File: src/rtl/hand_tracker_if.sv
// Hand tracker signal bundle: vision samples, ball position/landing in; frame-aligned hand state out.
// master drives the i_* inputs of the tracker; slave is the tracker itself.
interface hand_tracker_if;
  logic        i_new_frame;
  logic        i_raw_valid;
  logic [15:0] i_raw_x;
  logic [15:0] i_raw_y;
  logic        i_raw_closed;
  logic [15:0] i_ball_x;
  logic [15:0] i_ball_y;
  logic        i_ball_landed;
  logic [15:0] o_x;
  logic [15:0] o_y;
  logic        o_closed;
  logic [1:0]  o_ball_state;
  logic [15:0] o_throw_vx;
  logic [15:0] o_throw_vy;
  logic        o_grab;
  logic        o_release;
  logic        o_lost;

  modport master (
    output i_new_frame, i_raw_valid, i_raw_x, i_raw_y, i_raw_closed,
    output i_ball_x, i_ball_y, i_ball_landed,
    input  o_x, o_y, o_closed, o_ball_state, o_throw_vx, o_throw_vy,
    input  o_grab, o_release, o_lost
  );

  modport slave (
    input  i_new_frame, i_raw_valid, i_raw_x, i_raw_y, i_raw_closed,
    input  i_ball_x, i_ball_y, i_ball_landed,
    output o_x, o_y, o_closed, o_ball_state, o_throw_vx, o_throw_vy,
    output o_grab, o_release, o_lost
  );
endinterface

File: src/rtl/hand_tracker.sv
// Smooths hand position, debounces the fist flag and runs grab/hold/throw; outputs move only on frames.
// Latency: 1 cycle after new_frame (ball_landed acts on the next edge); no backpressure, samples always taken.
module hand_tracker #(
  parameter int SMOOTH_SHIFT    = 2,
  parameter int DEBOUNCE_FRAMES = 3,
  parameter int GRAB_RADIUS     = 32,
  parameter int LOST_FRAMES     = 8
) (
  input  logic          clk,
  input  logic          reset,
  hand_tracker_if.slave bus
);
  typedef enum logic [1:0] {ST_FREE = 2'd0, ST_HELD = 2'd1, ST_THROWN = 2'd2} state_t;

  localparam int LCW = $clog2(LOST_FRAMES + 1);
  localparam int DCW = $clog2(DEBOUNCE_FRAMES + 1);

  logic [15:0]    r_sh_x, r_sh_y;
  logic           r_sh_closed, r_seen;
  logic [15:0]    r_x, r_y, r_vx, r_vy;
  logic           r_closed, r_lost, r_grab, r_release;
  logic [DCW-1:0] r_db_cnt;
  logic [LCW-1:0] r_lost_cnt;
  state_t         r_state;

  logic [15:0]    w_x, w_y, w_vx, w_vy;
  logic           w_closed, w_lost, w_grab, w_release;
  logic [DCW-1:0] w_db_cnt, w_db_inc;
  logic [LCW-1:0] w_lost_cnt;
  state_t         w_state;

  // Minimum step of one pixel keeps the filter from stalling short of the target.
  function automatic logic [15:0] smooth(input logic [15:0] cur, input logic [15:0] tgt);
    logic signed [16:0] d, step;
    d    = $signed({1'b0, tgt}) - $signed({1'b0, cur});
    step = d >>> SMOOTH_SHIFT;
    if (step == 17'sd0 && d != 17'sd0) step = d[16] ? -17'sd1 : 17'sd1;
    return cur + step[15:0];
  endfunction

  function automatic logic in_box(input logic [15:0] a, input logic [15:0] b);
    logic [15:0] diff;
    diff = (a >= b) ? (a - b) : (b - a);
    return int'(diff) <= GRAB_RADIUS;
  endfunction

  always_comb begin
    w_x        = r_x;
    w_y        = r_y;
    w_closed   = r_closed;
    w_db_cnt   = r_db_cnt;
    w_lost_cnt = r_lost_cnt;
    w_lost     = r_lost;
    w_state    = r_state;
    w_vx       = r_vx;
    w_vy       = r_vy;
    w_grab     = 1'b0;
    w_release  = 1'b0;
    w_db_inc   = r_db_cnt + DCW'(1);

    if (bus.i_new_frame) begin
      if (r_seen) begin
        w_x        = smooth(r_x, r_sh_x);
        w_y        = smooth(r_y, r_sh_y);
        w_lost_cnt = '0;
        w_lost     = 1'b0;
        if (r_sh_closed != r_closed) begin
          if (w_db_inc == DCW'(DEBOUNCE_FRAMES)) begin
            w_closed = ~r_closed;
            w_db_cnt = '0;
          end else begin
            w_db_cnt = w_db_inc;
          end
        end else begin
          w_db_cnt = '0;
        end
      end else begin
        if (r_lost_cnt != LCW'(LOST_FRAMES)) w_lost_cnt = r_lost_cnt + LCW'(1);
        w_lost = (w_lost_cnt >= LCW'(LOST_FRAMES));
      end
    end

    // Ball state uses the freshly computed hand state of this update.
    case (r_state)
      ST_FREE: begin
        if (bus.i_new_frame && w_closed && !r_closed &&
            in_box(w_x, bus.i_ball_x) && in_box(w_y, bus.i_ball_y)) begin
          w_state = ST_HELD;
          w_grab  = 1'b1;
        end
      end
      ST_HELD: begin
        if (bus.i_new_frame && r_closed && !w_closed) begin
          w_state   = ST_THROWN;
          w_vx      = w_x - r_x;
          w_vy      = w_y - r_y;
          w_release = 1'b1;
        end else if (bus.i_new_frame && w_lost && !r_lost) begin
          w_state   = ST_THROWN;
          w_vx      = '0;
          w_vy      = '0;
          w_release = 1'b1;
        end
      end
      ST_THROWN: begin
        if (bus.i_ball_landed) w_state = ST_FREE;
      end
      default: w_state = ST_FREE;
    endcase
  end

  always_ff @(posedge clk) begin
    if (reset) begin
      r_sh_x      <= '0;
      r_sh_y      <= '0;
      r_sh_closed <= 1'b0;
      r_seen      <= 1'b0;
      r_x         <= 16'd320;
      r_y         <= 16'd240;
      r_closed    <= 1'b0;
      r_db_cnt    <= '0;
      r_lost_cnt  <= LCW'(LOST_FRAMES);
      r_lost      <= 1'b1;
      r_state     <= ST_FREE;
      r_vx        <= '0;
      r_vy        <= '0;
      r_grab      <= 1'b0;
      r_release   <= 1'b0;
    end else begin
      // A sample coincident with new_frame is kept for the following frame.
      if (bus.i_raw_valid) begin
        r_sh_x      <= bus.i_raw_x;
        r_sh_y      <= bus.i_raw_y;
        r_sh_closed <= bus.i_raw_closed;
        r_seen      <= 1'b1;
      end else if (bus.i_new_frame) begin
        r_seen <= 1'b0;
      end
      r_x        <= w_x;
      r_y        <= w_y;
      r_closed   <= w_closed;
      r_db_cnt   <= w_db_cnt;
      r_lost_cnt <= w_lost_cnt;
      r_lost     <= w_lost;
      r_state    <= w_state;
      r_vx       <= w_vx;
      r_vy       <= w_vy;
      r_grab     <= w_grab;
      r_release  <= w_release;
    end
  end

  assign bus.o_x          = r_x;
  assign bus.o_y          = r_y;
  assign bus.o_closed     = r_closed;
  assign bus.o_ball_state = r_state;
  assign bus.o_throw_vx   = r_vx;
  assign bus.o_throw_vy   = r_vy;
  assign bus.o_grab       = r_grab;
  assign bus.o_release    = r_release;
  assign bus.o_lost       = r_lost;
endmodule

File: src/flat_wrapper.sv
// flat-port wrapper written by rule: the top's interface ports become plain ports
module hand_tracker_flat 
#(
  parameter int SMOOTH_SHIFT    = 2,
  parameter int DEBOUNCE_FRAMES = 3,
  parameter int GRAB_RADIUS     = 32,
  parameter int LOST_FRAMES     = 8
)
  (clk, reset, bus_i_new_frame, bus_i_raw_valid, bus_i_raw_x, bus_i_raw_y, bus_i_raw_closed, bus_i_ball_x, bus_i_ball_y, bus_i_ball_landed, bus_o_x, bus_o_y, bus_o_closed, bus_o_ball_state, bus_o_throw_vx, bus_o_throw_vy, bus_o_grab, bus_o_release, bus_o_lost);
  hand_tracker_if bus_i ();
  input  logic clk;
  input  logic reset;
  input wire logic [$bits(bus_i.i_new_frame)-1:0] bus_i_new_frame;
  input wire logic [$bits(bus_i.i_raw_valid)-1:0] bus_i_raw_valid;
  input wire logic [$bits(bus_i.i_raw_x)-1:0] bus_i_raw_x;
  input wire logic [$bits(bus_i.i_raw_y)-1:0] bus_i_raw_y;
  input wire logic [$bits(bus_i.i_raw_closed)-1:0] bus_i_raw_closed;
  input wire logic [$bits(bus_i.i_ball_x)-1:0] bus_i_ball_x;
  input wire logic [$bits(bus_i.i_ball_y)-1:0] bus_i_ball_y;
  input wire logic [$bits(bus_i.i_ball_landed)-1:0] bus_i_ball_landed;
  output wire logic [$bits(bus_i.o_x)-1:0] bus_o_x;
  output wire logic [$bits(bus_i.o_y)-1:0] bus_o_y;
  output wire logic [$bits(bus_i.o_closed)-1:0] bus_o_closed;
  output wire logic [$bits(bus_i.o_ball_state)-1:0] bus_o_ball_state;
  output wire logic [$bits(bus_i.o_throw_vx)-1:0] bus_o_throw_vx;
  output wire logic [$bits(bus_i.o_throw_vy)-1:0] bus_o_throw_vy;
  output wire logic [$bits(bus_i.o_grab)-1:0] bus_o_grab;
  output wire logic [$bits(bus_i.o_release)-1:0] bus_o_release;
  output wire logic [$bits(bus_i.o_lost)-1:0] bus_o_lost;
  assign bus_i.i_new_frame = bus_i_new_frame;
  assign bus_i.i_raw_valid = bus_i_raw_valid;
  assign bus_i.i_raw_x = bus_i_raw_x;
  assign bus_i.i_raw_y = bus_i_raw_y;
  assign bus_i.i_raw_closed = bus_i_raw_closed;
  assign bus_i.i_ball_x = bus_i_ball_x;
  assign bus_i.i_ball_y = bus_i_ball_y;
  assign bus_i.i_ball_landed = bus_i_ball_landed;
  assign bus_o_x = bus_i.o_x;
  assign bus_o_y = bus_i.o_y;
  assign bus_o_closed = bus_i.o_closed;
  assign bus_o_ball_state = bus_i.o_ball_state;
  assign bus_o_throw_vx = bus_i.o_throw_vx;
  assign bus_o_throw_vy = bus_i.o_throw_vy;
  assign bus_o_grab = bus_i.o_grab;
  assign bus_o_release = bus_i.o_release;
  assign bus_o_lost = bus_i.o_lost;
  hand_tracker #(.SMOOTH_SHIFT(SMOOTH_SHIFT), .DEBOUNCE_FRAMES(DEBOUNCE_FRAMES), .GRAB_RADIUS(GRAB_RADIUS), .LOST_FRAMES(LOST_FRAMES)) u_core (.clk(clk), .reset(reset), .bus(bus_i));
endmodule
File: config.mk
export PLATFORM = sky130hd
export DESIGN_NAME = hand_tracker_flat
export DESIGN_NICKNAME = d
export VERILOG_FILES = /design/src/rtl/hand_tracker_if.sv /design/src/rtl/hand_tracker.sv /design/src/flat_wrapper.sv
export SDC_FILE = /design/constraint.sdc
export NUM_CORES = 1
export LEC_CHECK = 0
export CORE_UTILIZATION = 62
export DETAILED_ROUTE_END_ITERATION = 12
export GPL_ROUTABILITY_DRIVEN = 1
export MAX_ROUTING_LAYER = met4
export PLACE_DENSITY = 0.94
export SLEW_MARGIN = 20
export SYNTH_ARGS = -nofsm -noshare
export SYNTH_HDL_FRONTEND = slang
export SYNTH_SLANG_ARGS = --single-unit
File: constraint.sdc
create_clock -name clk -period 23.4 [get_ports clk]
set_input_delay 4.68 -clock clk [delete_from_list [all_inputs] [get_ports clk]]
set_output_delay 4.68 -clock clk [all_outputs]
set_load 0.02 [all_outputs]
# == After elaboration in Yosys (flattened, before gate mapping) ==
# Cells that the tools add are included.
# classes
add_sub_neg,12
magnitude_cmp,5
n_eq_ne,8
n_mux,39
n_bitwise,3
reduce_logical,25
# op_table
operator,n
$mux W16,17
$sub A16 B16 Y16,6
$logic_not A17 Y1,2
$reduce_bool A17 Y1,2
$sub A16 B16 Y17,2
$add A16 B16 Y16,2
$ge A16 B16 Y1,2
$le A16 B6 Y1 const B,2
$mux W4,4
$mux W2,6
$mux W1,11
$logic_and A1 B1 Y1,10
$pmux W2 S3,1
$add A4 B1 Y4 const B,1
$eq A2 B2 Y1 const B,2
$ge A4 B4 Y1 const B,1
$ne A4 B4 Y1 const B,1
$reduce_and A2 Y1,2
$reduce_bool A2 Y1,2
$reduce_or A2 Y1,2
$logic_not A1 Y1,3
$ne A3 B1 Y1 const B,1
$not A1 Y1,3
$reduce_and A3 Y1,1
6 further kinds,6
# totals
reg_bits,110
in_bits,70
output_inout_bits,70
wordCells,107

# == Logic depth before layout (Yosys ltp) ==
# depth
ltp_word,16
ltp_mapped,43
mapped_depth_nobuf,41

# == Least setup slack after synthesis ==
# Ideal clock, no wire load.
# synth_path
path_type,input -> register
startpoint,input bus_i_new_frame
endpoint,register u_core.r_state[0] (netlist: u_core.bus.o_ball_state[0])
setup_ns,0.057
t_arrival_ns,8.685
required_time_ns,23.343
path_slack_ns,14.658
stages,17
path_cell_list,and2_1 > clkbuf_1 > buf_1 > mux2i_1 > inv_1 > ha_1 > nand2b_1 > a2111oi_0 > a21oi_1 > o31ai_1 > a22o_1 > mux2_2 > a211o_1 > a2111o_1 > a211oi_1 > and4_1 > a21o_1
# synth_via
word_cells_on_any_way,28
classes_between,add/sub (4); order compare (4); eq/ne (2); mux (8); reduce/logical (10)
# synth_lines
element,line,source
"start, declared",flat_wrapper.sv:13,input wire logic [$bits(bus_i.i_new_frame)-1:0] bus_i_new_frame;
$mux W16 (*),hand_tracker.sv:61,if (bus.i_new_frame) begin
named net u_core.w_y[0],hand_tracker.sv:26,"logic [15:0] w_x, w_y, w_vx, w_vy;"
$sub A16 B16 Y16 / $ge A16 B16 Y1 (equally long branches),hand_tracker.sv:43,diff = (a >= b) ? (a - b) : (b - a);
$mux W16 (*),hand_tracker.sv:43,
$le A16 B6 Y1 (*),hand_tracker.sv:44,return int'(diff) <= GRAB_RADIUS;
$logic_and A1 B1 Y1 (*),hand_tracker.sv:87,"in_box(w_x, bus.i_ball_x) && in_box(w_y, bus.i_ball_y)) begin"
$ne A2 B1 Y1 (no source line) (*),--,
$reduce_and A3 Y1 (no source line) (*),--,
"end signal, assigned",hand_tracker.sv:145,r_state <= w_state;
"end, declared",hand_tracker.sv:24,state_t r_state;
# The timed path passes the listed nets; every way through them passes the cells marked *.
# A chain may end at the register's enable or synchronous reset.

# == Worst setup path after layout ==
# layout_path
startpoint,register u_core.r_x[0] (netlist: u_core.bus.o_x[0])
endpoint,register u_core.r_state[0] (netlist: u_core.bus.o_ball_state[0])
# layout_via
elab_chain_len,16
word_cells_on_any_way,20
classes_between,add/sub (4); order compare (2); eq/ne (1); mux (7); reduce/logical (6)
# layout_rtl
element,line,source
"start, declared",hand_tracker.sv:20,"logic [15:0] r_x, r_y, r_vx, r_vy;"
"start signal, assigned",hand_tracker.sv:139,r_x <= w_x;
$sub A16 B16 Y17,hand_tracker.sv:35,"d = $signed({1'b0, tgt}) - $signed({1'b0, cur});"
$logic_not A17 Y1 / $reduce_bool A17 Y1 (equally long branches),hand_tracker.sv:37,if (step == 17'sd0 && d != 17'sd0) step = d[16] ? -17'sd1 : 17'sd1;
$logic_and A1 B1 Y1,hand_tracker.sv:37,
$mux W16,hand_tracker.sv:37,
$mux W16,hand_tracker.sv:62,if (r_seen) begin
$mux W16,hand_tracker.sv:61,
$add A16 B16 Y16 (*),hand_tracker.sv:38,return cur + step[15:0];
$mux W16 (*),hand_tracker.sv:62,
$mux W16 (*),hand_tracker.sv:61,
named net u_core.w_x[14],hand_tracker.sv:26,
$sub A16 B16 Y16 / $ge A16 B16 Y1 (equally long branches),hand_tracker.sv:43,
$mux W16 (*),hand_tracker.sv:43,
$le A16 B6 Y1 (*),hand_tracker.sv:44,
$logic_and A1 B1 Y1 (*),hand_tracker.sv:86,if (bus.i_new_frame && w_closed && !r_closed &&
$logic_and A1 B1 Y1 (*),hand_tracker.sv:87,
$ne A2 B1 Y1 (no source line) (*),--,
$reduce_and A3 Y1 (no source line) (*),--,
# The timed path passes the listed nets; every way through them passes the cells marked *. The select of a mux whose other input is x is not followed.

==> results.cfg <==
[critical_path]
rr_startpoint = u_core.bus.o_x[0]$_SDFF_PP0_
cpMaxStageDelayCell = dfxtp_1
setup.worst_path.start = u_core.bus.o_x[0]$_SDFF_PP0_
crit_top_cell = a21oi_1
end_kind = flop
critical_path_required_ns = 23.66
max_stage_delay_ns = 0.43
path_max_fanout = 9
startpoint_type = flop
worst_ep_arrival_time_ns = 10.12
criticalPathCategory = flop to flop

[logic_synthesis]
synth-simple-area-share_pct = 19.4
ys_seq_area_share_pct = 20.6
synth_top_cell_by_area = dfxtp_1
synth-seq-cells = 110
ys_top_cells_by_area = dfxtp_1, ha_1, nor2_1
synthMuxAreaShare_pct = 5.61
yosys.area.top_type_share_pct = 20.6
synth_flop_cell = dfxtp_1
synth_fp_nets = 1625
synth-edff-count = 0
synth-compound-area-share_pct = 21.2
syn_avg_cell_area_um2 = 7.67
synth.lib_cells_used.distinct = 67
synth_area_um2 = 10700
synth_most_common_cell = nor2_1
synthArstFlopShare_pct = 0
synth_xor_area_share_pct = 7.38
synth_commonest_cells = nor2_1, ha_1, inv_1
yosysWarnings = 0
synth_adder_area_share_pct = 19.4
syn_inst = 1393
synth_top_family_by_area = compound AO/OA/AOI/OAI gates

[cts]
postCtsSetupBuffers = 0
path_clk_slew_ns = 0.08
cts_max_path_buffers = 2
cts.sinks = 110
cts_hold_buffers = 0
cts.htree.levels = 3
cts_buffers = 9
cts.repair.resized = 0
cts_tree = built
clock_latency_ns = 0.36
cts_root_buf = clkbuf_16

[sta]
worst_pin_slew_ns = 1.11
max_freq_ghz = 0.101
tns_ns = 0
finalHoldViolCount = 0
hold_ws_ns = 0.480
fin_crit_ns = 9.86
rsz0062_at_grt = no
finClkSkew_ns = 0.00914
drv_slew = 0
fin_crit_sh_pct = 42.1
setup_ws_ns = 13.54
setup_viol = 0
max-slew-margin-rel_pct = 26.3

[floorplan]
die_h_um = 133
start_util_pct = 63.9
dieArea_um2 = 17800
coreArea_um2 = 16700
die_w_um = 133
ios = 140
core.rowCount = 47

[global_route]
grt_use_total_pct = 34.9
grt_max_degree = 84
grt_pass1_vias = 9651
grt_pass1_wl_um = 48200
gr-total-overflow = 0
antenna_found_initial = 0

[pwr]
leakagePower_nw = 5.68
cellPowerDensity_nw_per_um2 = 86.8
vdd_drop_max_mv = 0.0636

[route]
drcViolationCount = 0
vias_per_cell = 6.09
drt_first_pass_iters = 7
routedWlPerCell_um = 17.5
wirelength_um = 30200
drtIter0Drc = 920
ant_nets = 0
vias = 10500

[cells_and_area]
syn_to_final_growth_pct = 17.0
nFillCells = 1286
drive_gt1_share_pct = 2.85
diodes = 0
final_nets = 1736

[run]
drv_cap = 0

[hold_path]
hp-class = flop to flop
worstHoldStart = u_core.bus.o_lost$_SDFF_PP1_

[placed_design]
detailed_place_hpwl_um = 24100
port_buffers = 139
dp_slack_ns = 13.41
place.gp.congestion = 1.02

[outcome]
status = finished, final reports clean
## metal layers
metal	track usage, %	part of all wire [%]	wire (um)	vias up
met2	53.4	44	13200	443
met5	-	0	0	-
met3	5.33	7.8	2350	72
met1	47.0	45	13700	4883
li1	-	-	-	5123
met4	11.6	2.9	879	0
## stage by stage
| step | cells | total power, W | util, % | instance area [um2] |
|---|---|---|---|---|
| finish | 1729 | 0.00108 | 74.8 | 12500 |
| global route | 1729 | 0.00116 | 74.8 | 12500 |
| CTS | 1729 | 0.00107 | 74.8 | 12500 |
| detailed placement | 1713 | 0.000911 | 73.1 | 12200 |
| global placement | 1713 | 0.000899 | 73.1 | 12200 |
| floorplan | 1393 | 0.000749 | - | 10700 |
## sequential cells by signal, summed over array words and instances (netlist names)
name and flops:
u_core.bus.o_throw_vx 16, u_core.bus.o_throw_vy 16, u_core.bus.o_x 16, u_core.bus.o_y 16
u_core.r_sh_x 16, u_core.r_sh_y 16, u_core.r_lost_cnt 4, u_core.bus.o_ball_state 2
u_core.r_db_cnt 2, u_core.bus.o_closed 1, u_core.bus.o_grab 1, u_core.bus.o_lost 1
u_core.bus.o_release 1, u_core.r_seen 1, u_core.r_sh_closed 1
## critical path, delay by kind of cell, from the launching register on
kind,cells,cell delay (ns)
simple gates,9,2.01
buf+inv,3,0.24
mux,1,0.37
xor+xnor,2,0.27
compound gates,19,4.80
fa+ha+maj,5,1.57
flops,1,0.43
## where the power goes
part / internal (W) / switching [W] / leakage [nW] / total, W
combinational: 0.000305 / 0.000416 / 4.65 / 0.000721
clock: 0.0000739 / 0.0000774 / 0.138 / 0.000151
sequential: 0.000198 / 0.0000141 / 0.897 / 0.000213
## cells by family after synthesis
family,count (synthesis)
flops,110
mux,59
compound gates,348
buf+inv,181
xor+xnor,90
fa+ha+maj,162
simple gates,443
## worst paths after layout
path | end | slack [ns] | depth (start not counted)
max | u_core.bus.o_ball_state[0]$_SDFFE_PP0P_ | 13.54 | 39
min reg2reg | u_core.bus.o_lost$_SDFF_PP1_ | 0.48 | 2
min | u_core.bus.o_lost$_SDFF_PP1_ | 0.48 | 2
max reg2reg | u_core.bus.o_ball_state[0]$_SDFFE_PP0P_ | 13.54 | 39
## cell type report
| type | count | area (um2) | area share [%] |
|---|---|---|---|
| inverters | 137 | 514 | 4.12 |
| clock buffers | 9 | 225 | 1.80 |
| multi-input cells | 1102 | 7790 | 62.4 |
| flip-flops and latches | 110 | 2200 | 17.6 |
| well taps | 220 | 275 | 2.20 |
| repair buffers | 144 | 1420 | 11.4 |
| clock inverters | 7 | 58.8 | 0.471 |
## cells in the final DEF, fill, tap and decap left out, drive strengths merged, types with 49 or more instances in the layout
| cell type | Yosys | routed |
|---|---|---|
| xnor2 | 66 | 66 |
| inv | 137 | 139 |
| clkdlybuf4s50 | 0 | 137 |
| nor2 | 195 | 195 |
| nor3 | 49 | 49 |
| o21ai | 63 | 63 |
| mux2i | 52 | 52 |
| dfxtp | 110 | 110 |
| ha | 156 | 156 |
| a21oi | 111 | 111 |
| nand2 | 66 | 66 |
(Power assumes the default switching activity.)
